### src/rtl/sel_sort_ctrl_pkg.sv
// Shared types and helpers for the selection-sort controller.
//   state_e      : controller states
//   SORT_*       : default geometry (entries, address width, data width)
//   better()     : strict ordering test used by the scan loop
package sel_sort_ctrl_pkg;

    localparam int SORT_N     = 8;
    localparam int SORT_AW    = 3;
    localparam int SORT_DW    = 8;
    // Comparison width; operands are zero-extended, so unsigned order is kept.
    localparam int SORT_CMP_W = 32;

    typedef enum logic [2:0] {
        IDLE  = 3'd0,
        RD_I  = 3'd1,
        LD_I  = 3'd2,
        SCAN  = 3'd3,
        SWAP1 = 3'd4,
        SWAP2 = 3'd5,
        NEXT  = 3'd6,
        DONE  = 3'd7
    } state_e;

    // True when a must replace b as the current extreme. Strict, so equal
    // values never displace the first occurrence.
    function automatic logic better(input logic [SORT_CMP_W-1:0] a,
                                    input logic [SORT_CMP_W-1:0] b,
                                    input logic                  descend);
        logic res;
        if (descend) begin
            res = (a > b);
        end else begin
            res = (a < b);
        end
        return res;
    endfunction

endpackage

### src/rtl/sel_sort_ctrl_port_mux.sv
// RAM port steering: the host owns the port between sorts, the sequencer
// owns it while a sort runs.
//   host_sel             : 1 = host drive, 0 = sequencer drive
//   init_mode/addr/data  : host write enable, address, data
//   fsm_we/addr/wdata    : sequencer write enable, address, data
//   ram_we/addr/wdata    : drive to the external RAM
module sel_sort_ctrl_port_mux
    import sel_sort_ctrl_pkg::*;
#(
    parameter int AW = SORT_AW,
    parameter int DW = SORT_DW
) (
    input  logic          host_sel,
    input  logic          init_mode,
    input  logic [AW-1:0] init_addr,
    input  logic [DW-1:0] init_data,
    input  logic          fsm_we,
    input  logic [AW-1:0] fsm_addr,
    input  logic [DW-1:0] fsm_wdata,
    output logic          ram_we,
    output logic [AW-1:0] ram_addr,
    output logic [DW-1:0] ram_wdata
);

    // Select the port owner.
    always_comb begin
        ram_we    = 1'b0;
        ram_addr  = {AW{1'b0}};
        ram_wdata = {DW{1'b0}};
        if (host_sel) begin
            ram_we    = init_mode;
            ram_addr  = init_addr;
            ram_wdata = init_data;
        end else begin
            ram_we    = fsm_we;
            ram_addr  = fsm_addr;
            ram_wdata = fsm_wdata;
        end
    end

endmodule

### src/rtl/sel_sort_ctrl.sv
// In-place selection-sort sequencer for a single-port RAM with one-cycle
// read latency.
//   clk, reset      : rising-edge clock, asynchronous active-low reset
//   s               : start request (accepted in IDLE/DONE with init_mode=0)
//   init_mode/addr/data : host load/readback port, used while not busy
//   host_rdata      : RAM read data returned to the host
//   busy, done      : sort in progress / sort finished (held until next start)
//   ram_addr/we/wdata/rdata : external RAM port
// The sequencer drive of the RAM port is computed one cycle ahead and
// registered, so the port value seen in each state is a flop output.
module sel_sort_ctrl
    import sel_sort_ctrl_pkg::*;
#(
    parameter int N       = SORT_N,
    parameter int AW      = SORT_AW,
    parameter int DW      = SORT_DW,
    parameter int DESCEND = 0
) (
    input  logic          clk,
    input  logic          reset,
    input  logic          s,
    input  logic          init_mode,
    input  logic [AW-1:0] init_addr,
    input  logic [DW-1:0] init_data,
    output logic [DW-1:0] host_rdata,
    output logic          busy,
    output logic          done,
    output logic [AW-1:0] ram_addr,
    output logic          ram_we,
    output logic [DW-1:0] ram_wdata,
    input  logic [DW-1:0] ram_rdata
);

    localparam logic [AW-1:0] LAST_J  = AW'(N - 1);
    localparam logic [AW-1:0] LAST_I  = AW'(N - 2);
    localparam logic [AW-1:0] ONE_A   = AW'(1);
    localparam logic [AW-1:0] TWO_A   = AW'(2);
    localparam logic          DESC_B  = (DESCEND != 0);

    state_e        state_r, state_n;
    logic [AW-1:0] i_r, i_n;
    logic [AW-1:0] j_r, j_n;
    logic [AW-1:0] midx_r, midx_n;
    logic [DW-1:0] ai_r, ai_n;
    logic [DW-1:0] min_r, min_n;
    logic          busy_r, busy_n;
    logic          done_r, done_n;
    logic          host_sel_r, host_sel_n;
    logic          fsm_we_r, fsm_we_n;
    logic [AW-1:0] fsm_addr_r, fsm_addr_n;
    logic [DW-1:0] fsm_wdata_r, fsm_wdata_n;

    logic          upd_s;
    logic [DW-1:0] min_scan_s;
    logic [AW-1:0] midx_scan_s;
    logic          start_s;

    assign start_s = s & ~init_mode;

    // Scan-step candidate: the incoming word replaces the running extreme.
    always_comb begin
        upd_s       = better(SORT_CMP_W'(ram_rdata), SORT_CMP_W'(min_r), DESC_B);
        min_scan_s  = min_r;
        midx_scan_s = midx_r;
        if (upd_s) begin
            min_scan_s  = ram_rdata;
            midx_scan_s = j_r;
        end else begin
            min_scan_s  = min_r;
            midx_scan_s = midx_r;
        end
    end

    // State register.
    always_ff @(posedge clk or negedge reset) begin
        if (!reset) begin
            state_r <= IDLE;
        end else begin
            state_r <= state_n;
        end
    end

    // Next-state logic.
    always_comb begin
        state_n = state_r;
        case (state_r)
            IDLE, DONE: begin
                if (start_s) state_n = RD_I;
                else         state_n = state_r;
            end
            RD_I:  state_n = LD_I;
            LD_I:  state_n = SCAN;
            SCAN: begin
                if (j_r == LAST_J) state_n = SWAP1;
                else               state_n = SCAN;
            end
            SWAP1: begin
                if (midx_r != i_r) state_n = SWAP2;
                else               state_n = NEXT;
            end
            SWAP2: state_n = NEXT;
            NEXT: begin
                if (i_r == LAST_I) state_n = DONE;
                else               state_n = RD_I;
            end
            default: state_n = IDLE;
        endcase
    end

    // Datapath and output next values; the port drive is the value the
    // following state must present.
    always_comb begin
        i_n         = i_r;
        j_n         = j_r;
        midx_n      = midx_r;
        ai_n        = ai_r;
        min_n       = min_r;
        busy_n      = busy_r;
        done_n      = done_r;
        host_sel_n  = host_sel_r;
        fsm_we_n    = 1'b0;
        fsm_addr_n  = {AW{1'b0}};
        fsm_wdata_n = {DW{1'b0}};
        case (state_r)
            IDLE, DONE: begin
                if (start_s) begin
                    i_n        = {AW{1'b0}};
                    done_n     = 1'b0;
                    busy_n     = 1'b1;
                    host_sel_n = 1'b0;
                    fsm_addr_n = {AW{1'b0}};
                end else begin
                    host_sel_n = 1'b1;
                end
            end
            RD_I: begin
                fsm_addr_n = i_r + ONE_A;
            end
            LD_I: begin
                ai_n       = ram_rdata;
                min_n      = ram_rdata;
                midx_n     = i_r;
                j_n        = i_r + ONE_A;
                // Prefetch A[j+1] so each SCAN cycle sees one new word.
                fsm_addr_n = i_r + TWO_A;
            end
            SCAN: begin
                min_n  = min_scan_s;
                midx_n = midx_scan_s;
                if (j_r == LAST_J) begin
                    fsm_addr_n  = i_r;
                    fsm_we_n    = (midx_scan_s != i_r);
                    fsm_wdata_n = min_scan_s;
                end else begin
                    j_n        = j_r + ONE_A;
                    fsm_addr_n = j_r + TWO_A;
                end
            end
            SWAP1: begin
                if (midx_r != i_r) begin
                    fsm_addr_n  = midx_r;
                    fsm_we_n    = 1'b1;
                    fsm_wdata_n = ai_r;
                end else begin
                    fsm_we_n    = 1'b0;
                end
            end
            SWAP2: begin
                fsm_we_n = 1'b0;
            end
            NEXT: begin
                if (i_r == LAST_I) begin
                    busy_n     = 1'b0;
                    done_n     = 1'b1;
                    host_sel_n = 1'b1;
                end else begin
                    i_n        = i_r + ONE_A;
                    fsm_addr_n = i_r + ONE_A;
                end
            end
            default: begin
                busy_n     = 1'b0;
                host_sel_n = 1'b1;
            end
        endcase
    end

    // Datapath and registered output drive.
    always_ff @(posedge clk or negedge reset) begin
        if (!reset) begin
            i_r         <= {AW{1'b0}};
            j_r         <= {AW{1'b0}};
            midx_r      <= {AW{1'b0}};
            ai_r        <= {DW{1'b0}};
            min_r       <= {DW{1'b0}};
            busy_r      <= 1'b0;
            done_r      <= 1'b0;
            host_sel_r  <= 1'b1;
            fsm_we_r    <= 1'b0;
            fsm_addr_r  <= {AW{1'b0}};
            fsm_wdata_r <= {DW{1'b0}};
        end else begin
            i_r         <= i_n;
            j_r         <= j_n;
            midx_r      <= midx_n;
            ai_r        <= ai_n;
            min_r       <= min_n;
            busy_r      <= busy_n;
            done_r      <= done_n;
            host_sel_r  <= host_sel_n;
            fsm_we_r    <= fsm_we_n;
            fsm_addr_r  <= fsm_addr_n;
            fsm_wdata_r <= fsm_wdata_n;
        end
    end

    sel_sort_ctrl_port_mux #(
        .AW (AW),
        .DW (DW)
    ) u_port_mux (
        .host_sel  (host_sel_r),
        .init_mode (init_mode),
        .init_addr (init_addr),
        .init_data (init_data),
        .fsm_we    (fsm_we_r),
        .fsm_addr  (fsm_addr_r),
        .fsm_wdata (fsm_wdata_r),
        .ram_we    (ram_we),
        .ram_addr  (ram_addr),
        .ram_wdata (ram_wdata)
    );

    assign host_rdata = ram_rdata;
    assign busy       = busy_r;
    assign done       = done_r;

endmodule

### config.mk
export PLATFORM = sky130hd
export DESIGN_NAME = sel_sort_ctrl
export DESIGN_NICKNAME = d
export VERILOG_FILES = /design/src/rtl/sel_sort_ctrl_pkg.sv /design/src/rtl/sel_sort_ctrl_port_mux.sv /design/src/rtl/sel_sort_ctrl.sv
export SDC_FILE = /design/constraint.sdc
export NUM_CORES = 1
export LEC_CHECK = 0
export ABC_AREA = 1
export BUFFER_PORTS_ARGS = -buffer_cell sky130_fd_sc_hd__buf_2
export CAP_MARGIN = 40
export CELL_PAD_IN_SITES_DETAIL_PLACEMENT = 1
export CELL_PAD_IN_SITES_GLOBAL_PLACEMENT = 1
export CORE_UTILIZATION = 25
export CTS_CLUSTER_SIZE = 28
export DETAILED_ROUTE_END_ITERATION = 8
export PLACE_DENSITY = 0.63
export REMOVE_ABC_BUFFERS = 1
export SLEW_MARGIN = 15
export SYNTH_ARGS = -nofsm -noshare
export SYNTH_HDL_FRONTEND = slang
export SYNTH_SLANG_ARGS = --single-unit
### constraint.sdc
create_clock -name clk -period 1.75 [get_ports clk]
set_clock_uncertainty 0.1 [all_clocks]
set_input_delay 0.35 -clock clk [delete_from_list [all_inputs] [get_ports clk]]
set_output_delay 0.35 -clock clk [all_outputs]
set_load 0.01 [all_outputs]
## Word-level counts from Yosys, hierarchy flattened

Index checks and enable logic that the tools add are counted.

- Register bits: 43
- Bits in latches: 0
- Bits in writable memories: 0
- Bits in read-only memories: 0
- Logic and storage cells: 77
- Memories kept: 0

- $add $sub $neg: 4
- Multiply operators: 0
- Divide/modulo/power cells: 0
- Order comparisons: 1
- Equality and inequality tests: 15
- Shift-type cells: 0
- Muxes and demuxes: 35
- Bitwise gates (word level): 2
- Reductions and logical operators: 8

Operator list:

| cell | number |
|---|---|
| two-way mux 3 bit | 11 |
| two-way mux 8 bit | 4 |
| case mux 8 bit (2 select lines) | 2 |
| case mux 3 bit (7 select lines) | 1 |
| equality test 3 bit (second input constant) | 6 |
| case mux 3 bit (2 select lines) | 3 |
| case mux 3 bit (5 select lines) | 1 |
| < comparator 8 bit | 1 |
| two-way mux 1 bit | 8 |
| != test 2 bit (second input constant) | 4 |
| case mux 1 bit (2 select lines) | 4 |
| adder 3 x 1 -> 3 bit (second input constant) | 2 |
| adder 3 x 2 -> 3 bit (second input constant) | 2 |
| equality test 3 x 2 -> 1 bit (second input constant) | 2 |
| != test 3 bit | 2 |
| AND reduction 3 bit | 2 |
| AND reduction 2 bit | 2 |
| nonzero test 2 bit | 2 |
| equality test 3 x 1 -> 1 bit (second input constant) | 1 |
| logical NOT 3 bit | 1 |
| two-way mux 2 bit | 1 |
| OR reduction 2 bit | 1 |
| bitwise AND 1 bit | 1 |
| inverter 1 bit | 1 |

## Depth between registers and ports, before layout

- Word-level depth: 5
- Depth in mapped cells: 16

## By module

A second synthesis with hierarchy kept.

- Cells, all modules: 325
- Area total of the unflattened synthesis: 2552.4 sq um

Modules (own cells, without submodules):

| module | instances | cells each | area each (sq um) |
|---|---|---|---|
| sel_sort_ctrl | 1 | 286 | 2394.8 |
| sel_sort_ctrl_port_mux | 1 | 39 | 157.7 |

## Worst setup path after synthesis

OpenSTA, ideal clock, no wires.

- Kind: register to register
- Start point: register min_r[7]
- End point: register min_r[0]
- Library setup time: 139 ps
- Arrival: 1489 ps
- Required time: 1511 ps
- Setup slack: 22 ps
- Cell stages (with the launch flop): 11
- Path buffers: 1
- Clock period less this slack: 1728 ps
- Path through: dfrtp_1 > inv_1 > ha_1 > nand2_1 > inv_1 > nor2_1 > o21a_2 > nand2_4 > buf_4 > o21ai_0 > o211ai_1

- Word-level cells in the longest chain between the ends: 3

RTL lines:

| item | RTL line | text |
|---|---|---|
| from (decl) | sel_sort_ctrl.sv:45 | `logic [DW-1:0] min_r, min_n;` |
| from (signal assigned) | sel_sort_ctrl.sv:195 | `min_r <= {DW{1'b0}};` |
| from (signal assigned) | sel_sort_ctrl.sv:207 | `min_r <= min_n;` |
| < comparator 8 bit | sel_sort_ctrl_pkg.sv:33 | `res = (a < b);` |
| two-way mux 8 bit | sel_sort_ctrl.sv:65 | `if (upd_s) begin` |
| case mux 8 bit (2 select lines) | sel_sort_ctrl.sv:124 | `case (state_r)` |

No other way between the ends.
A chain may end at the register's enable or synchronous reset.

## Worst setup path in the final report

- Start point: register min_r[5]
- End point: register fsm_we_r

- Word-level cells in the longest chain between the ends: 5

RTL lines:

| item | RTL line | text |
|---|---|---|
| < comparator 8 bit | sel_sort_ctrl_pkg.sv:33 |  |
| two-way mux 3 bit | sel_sort_ctrl.sv:65 |  |
| != test 3 bit | sel_sort_ctrl.sv:152 | `fsm_we_n = (midx_scan_s != i_r);` |
| two-way mux 1 bit | sel_sort_ctrl.sv:150 | `if (j_r == LAST_J) begin` |
| case mux 1 bit (2 select lines) | sel_sort_ctrl.sv:124 |  |
| via fsm_we_n | sel_sort_ctrl.sv:49 | `logic fsm_we_r, fsm_we_n;` |
| to (signal assigned) | sel_sort_ctrl.sv:211 | `fsm_we_r <= fsm_we_n;` |
| to (decl) | sel_sort_ctrl.sv:49 |  |

The timed path passes the listed nets, and every way through them passes these cells.

==> results.cfg <==
[die]
ioPinCount = 45
core-area_um2 = 9955
die_width_um = 104.2
die_area_um2 = 10850
initial_core_util = 0.2621
die_h_um = 104.2
rows = 36

[global_routing]
grt_use_total = 0.1557
grt_pass1_vias = 2636
grt_first_pass_wirelength_mm = 13.46
overflow = 0
antenna_found_initial = 0
grt_max_degree = 27

[drt]
viasPerCell = 4.608
num_vias = 2539
wl_mm = 8.317
drt_iter0_drc = 89
route.detailed.drc = 0
wl_per_cell_um = 15.09
dr.pass1.iters = 4
drt.antenna.violating_nets = 0

[cells_and_area]
fin_cells = 551
final_cell_area_um2 = 3896
num-fill-cells = 1183
final_util = 0.3914
fin_nets = 451
diodes = 0
drive_gt1_frac = 0.4952
syn2layout_area_growth_pct = 49.35

[place]
portBuffers = 44
place_inst = 522
dp_hpwl_mm = 5.897
dpl-instance-area_um2 = 3193
pre_cts_slack_ps = -355.8
gp_congestion = 0.8235

[sta]
fin_crit_sh = 1.108
setup_ws_ps = -188.1
min_period_ps = 1938
grt_setup_unrepaired = true
fmax_ghz = 0.5160
drv_slew = 0
setup_viol = 31
hold_viol = 0
tns_ps = -3075
maxSlewHeadroom = 0.6818
worst_pin_slew_ps = 477.3

[cts]
cts.sinks = 43
clockBufferDepth = 2
cts_max_level = 2
cts-root-buf = clkbuf_8
clk_pin_slew_ps = 90
tritoncts = built
clk_latency_ps = 310
cts_buffers = 5

[power]
switchingPower_w = 0.003501
p_leak_nw = 1.844
p_clk_frac = 0.096
switching_share = 0.4641
peakVddDrop_uv = 559.8
combinationalPowerShare = 0.682
power.density_nw_per_um2 = 1936
pwr-share-seq = 0.221
intPower_w = 0.004043

[critical_path]
critPathKind = flip-flop to flip-flop
endpoint_kind = flip-flop
reg2reg_depth = 14
cp_max_fo = 5
worstPathRequired_ps = 1850
critical_path_arrival_ps = 2040
start_kind = flip-flop

[yosys]
yosysUniqueCellTypes = 41
netlist_instances = 322
ys_ff_latch = 43
synth_area_per_cell_um2 = 8.102
synth_area_um2 = 2609
yosysWarnings = 0
yosysSeqAreaShare = 0.4129

[worst_hold_path]
worstHoldPathType = input pin to flip-flop
holdPathStages = 3

[run_status]
status = finished with violations
failed_checks = negative setup slack

[job]
cap_violations = 0
==> layout by cell type, fill, tap and decap left out, drive strengths merged, types with 3 or more instances in the layout <==
cell type | synthesis | layout
clkbuf | 4 | 7
clkinvlp | 0 | 3
o221ai | 4 | 4
nor2 | 18 | 18
buf | 16 | 104
o21ai | 26 | 26
a21oi | 16 | 16
inv | 50 | 48
dfrtp | 42 | 42
o22ai | 11 | 11
nand3 | 12 | 12
nand2 | 81 | 84
o211ai | 10 | 10
ha | 11 | 11
xnor2 | 4 | 4
==> cell usage after synthesis <==
cell       count  area, um2
ha_1          11      137.6
a21oi_1       14      70.07
o2111ai_2      1      15.01
o21ai_0       14      70.07
o21ai_2        1      8.760
or2_4          1      8.760
inv_2         10      37.54
nor3_1         2      10.01
a31oi_1        2      12.51
inv_1         40      150.1
o21ai_1       11      55.05
dfrtp_1       42       1051
a21oi_2        1      8.760
a22oi_2        1      12.51
a211oi_1       1      7.510
nand2_4        4      45.04
nand3_1       12      60.06
buf_8          1      15.01
dfstp_2        1      26.28
a21oi_4        1      16.27
buf_6          1      11.26
nor2_2         4      25.02
o21bai_1       1      7.510
nand4_1        1      6.260
a211oi_2       1      12.51
o221ai_1       4      35.03
nand2_1       71      266.5
o2111ai_1      1      8.760
xnor2_1        4      35.03
clkbuf_2       1      5.000
buf_4         10      75.07
o21a_2         1      8.760
o211ai_1      10      75.07
nand2_2        6      37.54
buf_2          4      20.02
nor2_1        12      45.04
clkbuf_1       3      11.26
clkinv_1       2      7.510
nor4_1         1      6.260
nor2_4         2      22.52
o22ai_1       11      68.82
==> path summary, 6_finish.rpt <==
kind	startpoint	endpoint	slack (ps)
max	min_r[5]$_DFFE_PN0P_	fsm_we_r$_DFF_PN0_	-190
min	ram_rdata[5]	min_r[5]$_DFFE_PN0P_	280
max reg2reg	min_r[5]$_DFFE_PN0P_	fsm_we_r$_DFF_PN0_	-190
min reg2reg	done$_DFFE_PN0P_	done$_DFFE_PN0P_	390
max in group asynchronous	reset	host_sel_r$_DFFE_PN1P_	540
min in group asynchronous	reset	min_r[3]$_DFFE_PN0P_	430
==> worst max-delay path, stage by stage (launching register included) <==
cell,delay (ps)
dfrtp_1,330
inv_1,60
ha_1,320
nand2_1,120
nor2_4,120
nand2_4,90
buf_12,140
nand2_8,80
nand2_4,70
nand2_4,70
nand2_2,50
nand2_2,80
nand3_2,60
nand2_1,70
nand2_1,50
==> power by group through the flow <==
| stage | Combinational [W] | Clock [W] | Sequential [W] |
|---|---|---|---|
| 2_1_floorplan | 0.00218 | 0 | 0.00166 |
| 3_3_place_gp | 0.00356 | 0 | 0.00165 |
| 3_5_place_dp | 0.00370 | 0 | 0.00167 |
| 4_1_cts | 0.00427 | 0.000758 | 0.00166 |
| 5_1_grt | 0.00566 | 0.000795 | 0.00172 |
| 6_report | 0.00515 | 0.000728 | 0.00167 |
==> flip-flops by register name (all words and copies together), names as in the netlist, 3 cells and up <==
| name | cells |
|---|---|
| fsm_wdata_r | 8 |
| min_r | 8 |
| state_r | 3 |
| fsm_addr_r | 3 |
| i_r | 3 |
| midx_r | 3 |
| j_r | 3 |
| ai_r | 8 |
==> per-layer routing <==
layer	global-route usage	wire length [um]	part of all wire	up-vias
li1	-	-	-	1246
met1	0.2112	3826	0.46	1236
met2	0.2552	4053	0.49	49
met3	0.02318	324	0.039	8
met4	0.04592	113	0.014	0
met5	0	0	0	-
==> cell type report <==
| class | count | area (um2) | share of cell area |
|---|---|---|---|
| multi-input cells | 210 | 1589 | 0.4078 |
| flip-flops and latches | 43 | 1080 | 0.2771 |
| repair buffers | 105 | 754.5 | 0.1936 |
| inverters | 52 | 202.7 | 0.05202 |
| well taps | 133 | 166.4 | 0.04271 |
| clock buffers | 7 | 96.34 | 0.02473 |
| clock inverters | 1 | 7.507 | 0.001927 |
==> kinds of logic after synthesis <==
kind of cell	after synthesis	share of synthesized area
AO/OA/AOI/OAI	76	0.1890
XOR/XNOR	4	0.01343
adder cells (fa/ha/maj)	11	0.05276
buffers and inverters	72	0.1276
flip-flops	43	0.4130
AND/OR/NAND/NOR	116	0.2043
==> metrics by stage <==
stage               hold WS [ps]  power, W
detailed placement         239.4  0.005371
global placement           228.7  0.005212
global route               290.5  0.008169
finish                     276.3  0.007544
CTS                        246.1  0.006686
floorplan                 -45.59  0.003849
==> timing repair <==
action	CTS	global route
endpoints found under the hold margin	17	0
endpoints found under the setup margin	33	40
resized for setup	34	49
hold buffers	1	0
setup buffers	5	12
cloned	2	1
pin swaps	8	24
No activity file was read; power rests on OpenSTA's default activity.
